$ cat config.mk
export PLATFORM = sky130hd
export DESIGN_NAME = phy_rx_lane
export DESIGN_NICKNAME = d
export VERILOG_FILES = /design/src/rtl/phy_rx_lane_pkg.sv /design/src/rtl/phy_rx_shift.sv /design/src/rtl/phy_rx_lane.sv
export SDC_FILE = /design/constraint.sdc
export NUM_CORES = 1
export LEC_CHECK = 0
export BUFFER_PORTS_ARGS = -buffer_cell sky130_fd_sc_hd__clkbuf_2
export CAP_MARGIN = 20
export CORE_MARGIN = 2
export CORE_UTILIZATION = 45
export CTS_CLUSTER_SIZE = 8
export DETAILED_ROUTE_END_ITERATION = 10
export GPL_TIMING_DRIVEN = 0
export PLACE_DENSITY_LB_ADDON = 0.3
export SYNTH_ARGS = -nofsm -noshare
export SYNTH_HDL_FRONTEND = slang
export SYNTH_SLANG_ARGS = --single-unit
$ cat constraint.sdc
create_clock -name clk_32f -period 2.35 [get_ports clk_32f]
set_input_delay 0.3525 -clock clk_32f [delete_from_list [all_inputs] [get_ports clk_32f]]
set_output_delay 0.3525 -clock clk_32f [all_outputs]
set_load 0.03 [all_outputs]
$ cat src/rtl/phy_rx_lane_pkg.sv
// rtl/phy_rx_lane_pkg.sv - shared word format and FSM encodings for the serial lane receiver
package phy_rx_lane_pkg;

    localparam int          DEF_WIDTH      = 32;
    localparam logic [31:0] DEF_IDLE_WORD  = 32'hBCBCBCBC;
    localparam int          DEF_SYNC_COUNT = 4;

    localparam logic [1:0] HUNT   = 2'd0;
    localparam logic [1:0] SYNC   = 2'd1;
    localparam logic [1:0] LOCKED = 2'd2;

endpackage

$ cat src/rtl/phy_rx_shift.sv
// rtl/phy_rx_shift.sv - bit shift register with combinational idle-word comparator
module phy_rx_shift
    import phy_rx_lane_pkg::*;
#(
    parameter int               WIDTH     = DEF_WIDTH,
    parameter logic [WIDTH-1:0] IDLE_WORD = DEF_IDLE_WORD[WIDTH-1:0]
) (
    input  logic             clk_32f,
    input  logic             reset,
    input  logic             serial_in,
    output logic [WIDTH-1:0] sr_next,
    output logic             is_idle
);

    logic [WIDTH-1:0] sr;

    // Decisions look at the word including the bit being sampled this edge.
    always_comb begin
        sr_next = {sr[WIDTH-2:0], serial_in};
        is_idle = (sr_next == IDLE_WORD);
    end

    always_ff @(posedge clk_32f) begin
        if (reset) begin
            sr <= '0;
        end else begin
            sr <= sr_next;
        end
    end

endmodule

$ cat src/rtl/phy_rx_lane.sv
// rtl/phy_rx_lane.sv - single-lane word aligner and data deliverer for the phy_tx bit stream
module phy_rx_lane
    import phy_rx_lane_pkg::*;
#(
    parameter int               WIDTH      = DEF_WIDTH,
    parameter logic [WIDTH-1:0] IDLE_WORD  = DEF_IDLE_WORD[WIDTH-1:0],
    parameter int               SYNC_COUNT = DEF_SYNC_COUNT
) (
    input  logic             clk_32f,
    input  logic             reset,
    input  logic             serial_in,
    output logic [WIDTH-1:0] data_out,
    output logic             valid_out,
    output logic             active
);

    localparam int CW  = $clog2(WIDTH);
    localparam int ICW = $clog2(SYNC_COUNT + 1);

    logic [WIDTH-1:0] sr_next;
    logic             is_idle;
    logic [1:0]       state;
    logic [CW-1:0]    bit_cnt;
    logic [ICW-1:0]   idle_cnt;
    logic             word_end;

    phy_rx_shift #(
        .WIDTH     (WIDTH),
        .IDLE_WORD (IDLE_WORD)
    ) u_shift (
        .clk_32f   (clk_32f),
        .reset     (reset),
        .serial_in (serial_in),
        .sr_next   (sr_next),
        .is_idle   (is_idle)
    );

    assign word_end = (bit_cnt == CW'(WIDTH - 1));

    always_ff @(posedge clk_32f) begin
        if (reset) begin
            state     <= HUNT;
            bit_cnt   <= '0;
            idle_cnt  <= '0;
            data_out  <= '0;
            valid_out <= 1'b0;
            active    <= 1'b0;
        end else begin
            valid_out <= 1'b0;
            case (state)
                HUNT: begin
                    // The first full idle match fixes the word boundary.
                    if (is_idle) begin
                        state    <= SYNC;
                        idle_cnt <= ICW'(1);
                        bit_cnt  <= '0;
                    end
                end
                SYNC: begin
                    bit_cnt <= word_end ? '0 : bit_cnt + 1'b1;
                    if (word_end) begin
                        if (is_idle) begin
                            idle_cnt <= idle_cnt + 1'b1;
                            if (idle_cnt == ICW'(SYNC_COUNT - 1)) begin
                                state  <= LOCKED;
                                active <= 1'b1;
                            end
                        end else begin
                            state    <= HUNT;
                            idle_cnt <= '0;
                        end
                    end
                end
                LOCKED: begin
                    bit_cnt <= word_end ? '0 : bit_cnt + 1'b1;
                    if (word_end && !is_idle) begin
                        data_out  <= sr_next;
                        valid_out <= 1'b1;
                    end
                end
                default: begin
                    state    <= HUNT;
                    bit_cnt  <= '0;
                    idle_cnt <= '0;
                    active   <= 1'b0;
                end
            endcase
        end
    end

endmodule

==> metrics, run 1 <==
Final Worst Setup Slack=0.332 ns; Warnings, synthesis=0; Crit Path Class=reg2reg; IO Port Bufs=35; Pins Over Slew Limit=0; leading cell type in the layout, fill and taps excluded=dfxtp_1; DRT antenna net count=0; grt total ovfl=0; starting DRC count in detailed routing=75; H-tree Lvls=3; Worst-Skew Late Latency=0.34 ns; Mapped Cells=254; worst-margin pin slew=0.561 ns; die area=6610 um2; crit path capture=data_out[19]; critical path capture point type=flip-flop; TritonCTS buffer count=9; Seq/Total Area, Yosys=55.9%; Yosys reg bits=75; die span in y=81.3 um; CP required=2.57 ns; Via density=4.84; Worst slew margin=62.6%; post-route cell area=3140 um2; r2r startpoint=bit_cnt[0]; initial antenna violation count=0; detailed placement HPWL=3330 um; CTS tree=built; GRT Total Usage=15.8%; final worst path period share=85.9%; Final #Nets=310; CTS Buffer Depth=2; total number of vias=1,840; Area contributors post-synth=dfxtp_1, mux2i_1, nor2b_1; P per Cell Area=696 nW/um2; largest net degree at the start of global routing=14; Wirelength per Cell=12.5 um; commonest non-fill, non-tap cells in the layout=dfxtp_1, clkbuf_2, nor2_1, nor2b_1, mux2i_1; LEAKAGE=1.19 nW; post-layout min period=2.02 ns; cell area after synthesis=2690 um2; R2R setup slack=0.33 ns; Net Count, Synth=264; leading area contributor after synthesis=dfxtp_1; Core Util, Final=53.7%; routed wire length=4760 um; placed inst area=2960 um2; status=finished, final reports clean; layout cells sized above 1=18.7%; RD Place Congestion=0.773; Final Skew=0.00871 ns; clock slew at reported path FFs=0.08 ns; root buffer cell=clkbuf_8; first-pass GRT wire length=7870 um; Max-Cap Viols=0; Initial Utilization=45.9%; worst min-delay path class=in2reg; core area=5850 um2; n_diodes=0; final hold vios=0; Cell Rows=28; post-synth cell types=28; CP Launch Point=bit_cnt[0]; Worst R2R Path Depth=8; synthesized area per cell=10.6 um2; Reg-to-Reg End=data_out[19]; io pins=37; Post-Place Cells=364; final setup vio count=0; Arr. time, crit path=2.24 ns; Fill cells=550; CP Launch Type=flip-flop; maximum clock rate=495 MHz; maximum vdd drop=0.382 mV; pre-CTS setup slack=0.194 ns; First-pass DRT Iterations=4; clock sink count=75; synthesis-to-layout area growth=16.8%; Design Power=2.18 mW; chip width=81.3 um; vias in the first global route=1,695; Residual DRC=0; RSZ-0062 raised after global routing=false; Hold WS=0.286 ns; Finished Layout Cells=380; Synth top area share=55.9%; critical path peak fanout=10; setup_tns=0 ns
[worst min-delay path by stage]
stage	endpoint	startpoint	slack (ns)	cells after the start
after floorplan	bit_cnt[4]	bit_cnt[4]	0.44	2
after global placement	bit_cnt[4]	bit_cnt[4]	0.45	2
after global routing	u_shift.sr[0]	serial_in	0.30	2
after detailed placement	bit_cnt[4]	bit_cnt[4]	0.46	2
final	u_shift.sr[0]	serial_in	0.29	2
after CTS	u_shift.sr[0]	serial_in	0.28	2
[synthesized netlist by cell type, drive strengths merged]
cell type and count:
a41oi 2, buf 4, nand4bb 4, o21ai 5
dfxtp 75, nand3b 4, nand4b 5, nand2b 1
a311oi 1, nor3 3, nand2 6, inv 5
a211oi 3, or3 1, nor4 2, nor2b 32
a21oi 11, or4 1, a21o 1, or4b 1
nand4 1, and2 2, mux2i 32, and3 1
clkbuf 10, nor2 33, nand3 1, ha 7
[power by group]
group          switching [mW]  leakage (nW)  total (mW)  internal, mW
combinational          0.0216         0.496      0.0274       0.00571
clock                   0.466        0.0859       0.882         0.416
sequential            0.00190         0.604        1.27          1.27
total                   0.490          1.19        2.18          1.69
[layout make-up]
class / count / area [um2] / share of cell area (%)
clock inverter: 5 / 37.5 / 1.20
clock buffer: 11 / 141 / 4.50
timing repair buffer: 35 / 175 / 5.58
multi-input combinational: 160 / 1110 / 35.5
inverter: 5 / 18.8 / 0.598
sequential: 75 / 1500 / 47.8
tap: 75 / 93.8 / 2.99
buffer: 14 / 57.6 / 1.83
[flip-flops by register name, indices dropped and copies added (netlist names)]
signal,cells
state,2
valid_out,1
data_out,32
u_shift.sr,31
bit_cnt,5
idle_cnt,3
active,1
[worst max-delay path, stage by stage, from the launching register on]
cell     delay (ns)
dfxtp_1        0.36
ha_1           0.19
and3_1         0.17
ha_1           0.18
nand2_1        0.11
a21oi_2        0.25
buf_2          0.35
mux2i_1        0.23
nor2_1         0.05
[logic make-up after synthesis]
| logic type | after synthesis | synth area share [%] |
|---|---|---|
| flip-flops | 75 | 55.9 |
| AO/OA/AOI/OAI | 23 | 5.07 |
| buffers and inverters | 19 | 2.84 |
| multiplexers | 32 | 11.9 |
| adder cells (fa/ha/maj) | 7 | 3.26 |
| AND/OR/NAND/NOR | 98 | 21.0 |
[timing repair]
| item | 4_1_cts | 5_1_grt |
|---|---|---|
| endpoints found under the setup margin | 0 | 2 |
| hold buffers | 0 | 0 |
| buffers inserted | 0 | 0 |
| resized for setup | 0 | 1 |
[metal layers]
layer | vias to the layer above | share of wire (%) | track usage [%]
li1 | 964 | - | -
met1 | 834 | 49 | 20.6
met2 | 36 | 44 | 23.2
met3 | 6 | 5.6 | 5.44
met4 | 0 | 1.4 | 8.14
met5 | - | 0 | 0
Power figures use the tool's default switching activity.
==> run 2, diff against run 1 <==
- RECOVER_POWER: not set -> 100
==> run 2 against run 1 <==
Effect of this change: via count increased by 1.1%; maximum frequency decreased by 1.5%; sequential share of layout area increased by 0.66 points; clock-buffer cell count unchanged; sequential power about the same; cell area decreased by 1.4%; critical path depth unchanged; clock skew decreased by 0.00090 ns; final cell count unchanged; register-to-register slack got worse by 0.03 ns; utilization decreased by 0.73 points; non-clock buffer count unchanged.
==> metrics, run 2 (synthesis results as in run 1) <==
status=finished, final reports clean; die area=6610 um2 (unchanged); Crit-path slowest cell=clkbuf_2; routed wire length=4750 um (about the same); initial antenna violation count=0 (unchanged); Worst-Skew Late Latency=0.34 ns (about the same); Max stage delay on crit path=0.38 ns (+0.02 ns); Top Registers=data_out (32), u_shift.sr (31), bit_cnt (5); Worst R2R Path Depth=8 (unchanged); DRT antenna net count=0 (unchanged); maximum vdd drop=0.381 mV (-0.34%); final hold vios=0 (unchanged); die span in y=81.3 um (unchanged); grt total ovfl=0 (unchanged); R2R setup slack=0.30 ns (-0.03 ns); most flop-heavy register=data_out; Crit Path Class=reg2reg; CP Cell Sequence=ha_1 -> and3_1 -> ha_1 -> nand2_1 -> a21oi_2 -> clkbuf_2 -> mux2i_1 -> nor2_1; CP Launch Point=bit_cnt[0]; setup_tns=0 ns (unchanged); CP Launch Type=flip-flop; vias in the first global route=1,695 (unchanged); H-tree Lvls=3 (unchanged); crit path capture=data_out[19]; pre-CTS setup slack=0.194 ns (unchanged); placed inst area=2960 um2 (unchanged); final setup vio count=0 (unchanged); total number of vias=1,861 (+1.1%); IO Port Bufs=35 (unchanged); layout cells sized above 1=7.54% (-11 points); RSZ-0062 raised after global routing=false; critical path peak fanout=10 (unchanged); sw frac=22.4% (-0.036 points); critical path capture point type=flip-flop; io pins=37 (unchanged); Initial Utilization=45.9% (unchanged); First-pass DRT Iterations=4 (unchanged); Wirelength per Cell=12.5 um (about the same); worst hold start=serial_in; Arr. time, crit path=2.27 ns (+0.03 ns); TritonCTS buffer count=9 (unchanged); wire length on met1=2280 um (-3.1%); starting DRC count in detailed routing=76 (+1.3%); n_diodes=0 (unchanged); Final Skew=0.00780 ns (-0.000904 ns); synthesis-to-layout area growth=15.2%; Logic pwr share=1.2% (about the same); largest net degree at the start of global routing=14 (unchanged); max FFs per register=32 (unchanged); post-layout min period=2.05 ns (+0.0305 ns); commonest non-fill, non-tap cells in the layout=dfxtp_1, clkbuf_1, nor2_1, nor2b_1, mux2i_1; Final Worst Setup Slack=0.301 ns (-0.0305 ns); maximum clock rate=488 MHz (-1.5%); clock slew at reported path FFs=0.08 ns (about the same); cell-internal power=1.69 mW (about the same); CP required=2.57 ns (about the same); post-route cell area=3100 um2 (-1.4%); root buffer cell=clkbuf_8; Fill cells=560 (+1.8%); Core Util, Final=52.9% (-0.73 points); Design Power=2.18 mW (about the same); worst min-delay path class=in2reg; Max-Cap Viols=0 (unchanged); Clk pwr share=40.4% (about the same); worst-margin pin slew=0.563 ns (+0.00198 ns); CTS Buffer Depth=2 (unchanged); final worst path period share=87.2% (+1.3 points); detailed placement HPWL=3330 um (unchanged); clock sink count=75 (unchanged); core area=5850 um2 (unchanged); CTS tree=built; Cell Rows=28 (unchanged); RD Place Congestion=0.773 (unchanged); met2 WL=2090 um (+1.0%); Pins Over Slew Limit=0 (unchanged); Residual DRC=0 (unchanged); Final #Nets=310 (unchanged); first-pass GRT wire length=7870 um (unchanged); LEAKAGE=1.07 nW (-10%); Seq pwr share=58.4% (about the same); most numerous cell on the critical path=ha_1; P per Cell Area=705 nW/um2 (+1.3%); leading cell type in the layout, fill and taps excluded=dfxtp_1; Reg-to-Reg End=data_out[19]; Sw Pwr=489 uW (-0.20%); Top Metal Used=met4; metal3 WL=317 um (+18%); r2r startpoint=bit_cnt[0]; chip width=81.3 um (unchanged); Worst slew margin=62.5% (-0.13 points); GRT Total Usage=15.8% (unchanged); Via density=4.90 (+1.1%)
run 2: changes by cell type in the layout (fill, tap and decap cells not counted):
| cell | delta |
|---|---|
| buf_2 | -3 |
| clkbuf_1 | +34 |
| clkbuf_2 | -31 |
run 2: worst min-delay path by stage:
| stage | end | cells past startpoint |
|---|---|---|
| CTS | u_shift.sr[0] | 2 |
| floorplan | bit_cnt[4] | 2 |
| detailed placement | bit_cnt[4] | 2 |
| global route | u_shift.sr[0] | 2 |
| global placement | bit_cnt[4] | 2 |
| finish | u_shift.sr[0] | 2 |
run 2: stage by stage:
stage / instances / hold slack (ns)
2_1_floorplan: 254 / 0.436
3_3_place_gp: 364 / 0.448
3_5_place_dp: 364 / 0.459
4_1_cts: 380 / 0.278
5_1_grt: 380 / 0.302
6_report: 380 / 0.287
run 2: repair_timing:
| action | in CTS | in global routing |
|---|---|---|
| hold buffers | 0 | 0 |
| endpoints found under the setup margin | 0 | 2 |
| resized for setup | 0 | 1 |
| setup buffers | 0 | 0 |
run 2: critical path, delay by kind of cell (launching register included):
| kind | cells | cell delay, ns |
|---|---|---|
| AO/OA/AOI/OAI | 1 | 0.26 |
| adder cells (fa/ha/maj) | 2 | 0.37 |
| buffers and inverters | 1 | 0.38 |
| flip-flops | 1 | 0.36 |
| multiplexers | 1 | 0.24 |
| AND/OR/NAND/NOR | 3 | 0.33 |
run 2: cell type report:
cell class                      count  area [um2]  area share (%)
Clock inverter                      5        37.5            1.21
Sequential cell                    75        1500            48.5
Clock buffer                       11         141            4.57
Buffer                             14        57.6            1.86
Inverter                            5        18.8           0.606
Tap cell                           75        93.8            3.03
Timing Repair Buffer               35         133            4.28
Multi-Input combinational cell    160        1110            36.0
run 2: metal layers:
metal  up-vias  track usage, %
li1        963               -
met1       847            20.6
met2        46            23.2
met3         5            5.44
met4         0            8.14
met5         -               0
run 2: power by group through the flow:
stage	logic (mW)	registers (mW)	clock network [mW]
3_5_place_dp	0.0278	1.30	0
2_1_floorplan	0.0190	1.30	0
6_report	0.0272	1.27	0.881
4_1_cts	0.0279	1.27	0.912
5_1_grt	0.0309	1.27	0.964
3_3_place_gp	0.0277	1.30	0
==> run 3, diff against run 2 <==
- CORE_UTILIZATION: 45 -> 56
==> run 3 against run 2 <==
Effect of this change: clock skew rose by 0.00083 ns; die area fell by 19%; maximum frequency fell by 5.4%; first-iteration DRC count rose by 54%; cell area fell by 1.5%; largest cell class unchanged; global-route usage rose by 3.3 points; clock power fell by 4.0%; utilization rose by 13 points; register-to-register slack got worse by 0.12 ns; wire length fell by 0.23%; power fell by 1.6%; highest routed layer unchanged.
==> metrics, run 3 (synthesis results as in run 1) <==
Post-CTS Hold Fix Bufs=0 (unchanged); Max-Cap Viols=0 (unchanged); DRT antenna net count=0 (unchanged); Top Registers=data_out (32), u_shift.sr (31), bit_cnt (5); CTS tree=built; total number of vias=1,868 (+0.38%); Initial Utilization=57.7% (+12 points); P per Cell Area=704 nW/um2 (-0.10%); Core Util, Final=65.5% (+13 points); n_diodes=0 (unchanged); First-pass DRT Iterations=4 (unchanged); final hold vios=0 (unchanged); Crit Path Class=reg2reg; layout cells sized above 1=6.89% (-0.66 points); commonest non-fill, non-tap cells in the layout=dfxtp_1, clkbuf_1, nor2_1, nor2b_1, mux2i_1; Worst slew margin=60.4% (-2.0 points); routed wire length=4740 um (-0.23%); RSZ-0062 raised after global routing=false; pre-CTS setup slack=0.192 ns (-0.00152 ns); Final Worst Setup Slack=0.183 ns (-0.118 ns); Residual DRC=0 (unchanged); setup bufs post-CTS=0 (unchanged); Arr. time, crit path=2.37 ns (+0.10 ns); Wirelength per Cell=13.2 um (+5.6%); CP required=2.56 ns (about the same); initial antenna violation count=0 (unchanged); setup_tns=0 ns (unchanged); post-layout min period=2.17 ns (+0.118 ns); grt total ovfl=0 (unchanged); Pins Over Slew Limit=0 (unchanged); Final #Nets=310 (unchanged); leading cell type in the layout, fill and taps excluded=dfxtp_1; CP Launch Type=flip-flop; die span in y=73.3 um (-9.8%); IO Port Bufs=35 (unchanged); CTS Buffer Depth=2 (unchanged); worst min-delay path class=in2reg; critical path capture point type=flip-flop; die area=5370 um2 (-19%); first-pass GRT wire length=7700 um (-2.2%); post_cts resized=0 (unchanged); H-tree Lvls=3 (unchanged); synthesis-to-layout area growth=13.5%; detailed placement HPWL=3290 um (-1.2%); io pins=37 (unchanged); final setup vio count=0 (unchanged); RD Place Congestion=0.789 (+2.0%); LEAKAGE=1.07 nW (+0.88%); Via density=5.20 (+6.2%); chip width=73.3 um (-9.8%); Final Skew=0.00863 ns (+0.000826 ns); maximum vdd drop=0.560 mV (+47%); maximum clock rate=461 MHz (-5.4%); Worst-Skew Late Latency=0.34 ns (about the same); most flop-heavy register=data_out; clock slew at reported path FFs=0.07 ns (about the same); root buffer cell=clkbuf_8; largest net degree at the start of global routing=13 (-1); vias in the first global route=1,695 (unchanged); critical path peak fanout=10 (unchanged); starting DRC count in detailed routing=117 (+54%); core area=4660 um2 (-20%); clock sink count=75 (unchanged); final worst path period share=92.2% (+5.0 points); GRT Total Usage=19.2% (+3.3 points); Cell Rows=25 (-11%); max FFs per register=32 (unchanged); worst-margin pin slew=0.594 ns (+0.0304 ns); status=finished, final reports clean; TritonCTS buffer count=9 (unchanged)
[run 3: cell count changes in the layout (fill, tap and decap cells not counted)]
cell        before  now
a21oi_1         10   11
a21oi_2          1    0
buf_2            1    3
clkbuf_2         4    2
clkinv_2         1    4
clkinvlp_4       2    0
inv_6            1    0
nor4_1           0    1
nor4_2           2    1
[run 3: area by class of cell]
cell class,count,area [um2]
fill,402,1610
inverter,5,18.8
multi-input combinational,160,1100
timing repair buffer,35,133
clock inverter,5,28.8
buffer,14,57.6
clock buffer,11,141
tap,54,67.6
sequential,75,1500
[run 3: worst paths after layout]
kind / from / endpoint / slack [ns] / depth (start not counted)
worst max-delay path: bit_cnt[0] / data_out[4] / 0.18 / 8
worst min register to register: bit_cnt[1] / bit_cnt[1] / 0.48 / 2
worst min-delay path: serial_in / u_shift.sr[0] / 0.29 / 2
worst max register to register: bit_cnt[0] / data_out[4] / 0.18 / 8
[run 3: through the flow]
stage	instance area, um2	hold slack [ns]	cells	total power, mW
after global placement	2930	0.447	343	1.33
after floorplan	2690	0.436	254	1.32
final	3050	0.295	359	2.15
after global routing	3050	0.297	359	2.23
after detailed placement	2930	0.467	343	1.33
after CTS	3100	0.277	359	2.18
[run 3: metal layers]
layer	vias to the layer above	routed length (um)	GRT usage [%]
met5	-	0	0
met4	0	50	9.26
met3	5	213	6.04
met2	36	2150	28.6
met1	872	2330	25.2
li1	955	-	-
[run 3: report_power, final]
part           switching [mW]  internal (mW)  total [mW]
sequential            0.00190           1.27        1.27
clock                   0.440          0.407       0.846
combinational          0.0219        0.00571      0.0276
[run 3: critical path, cell delays in order, from the launching register on]
cell and delay [ns]:
dfxtp_1 0.36, ha_1 0.19, and3_1 0.17, ha_1 0.18, nand2_1 0.09, a21oi_1 0.37, clkbuf_2 0.40, mux2i_1 0.22
nor2_1 0.05
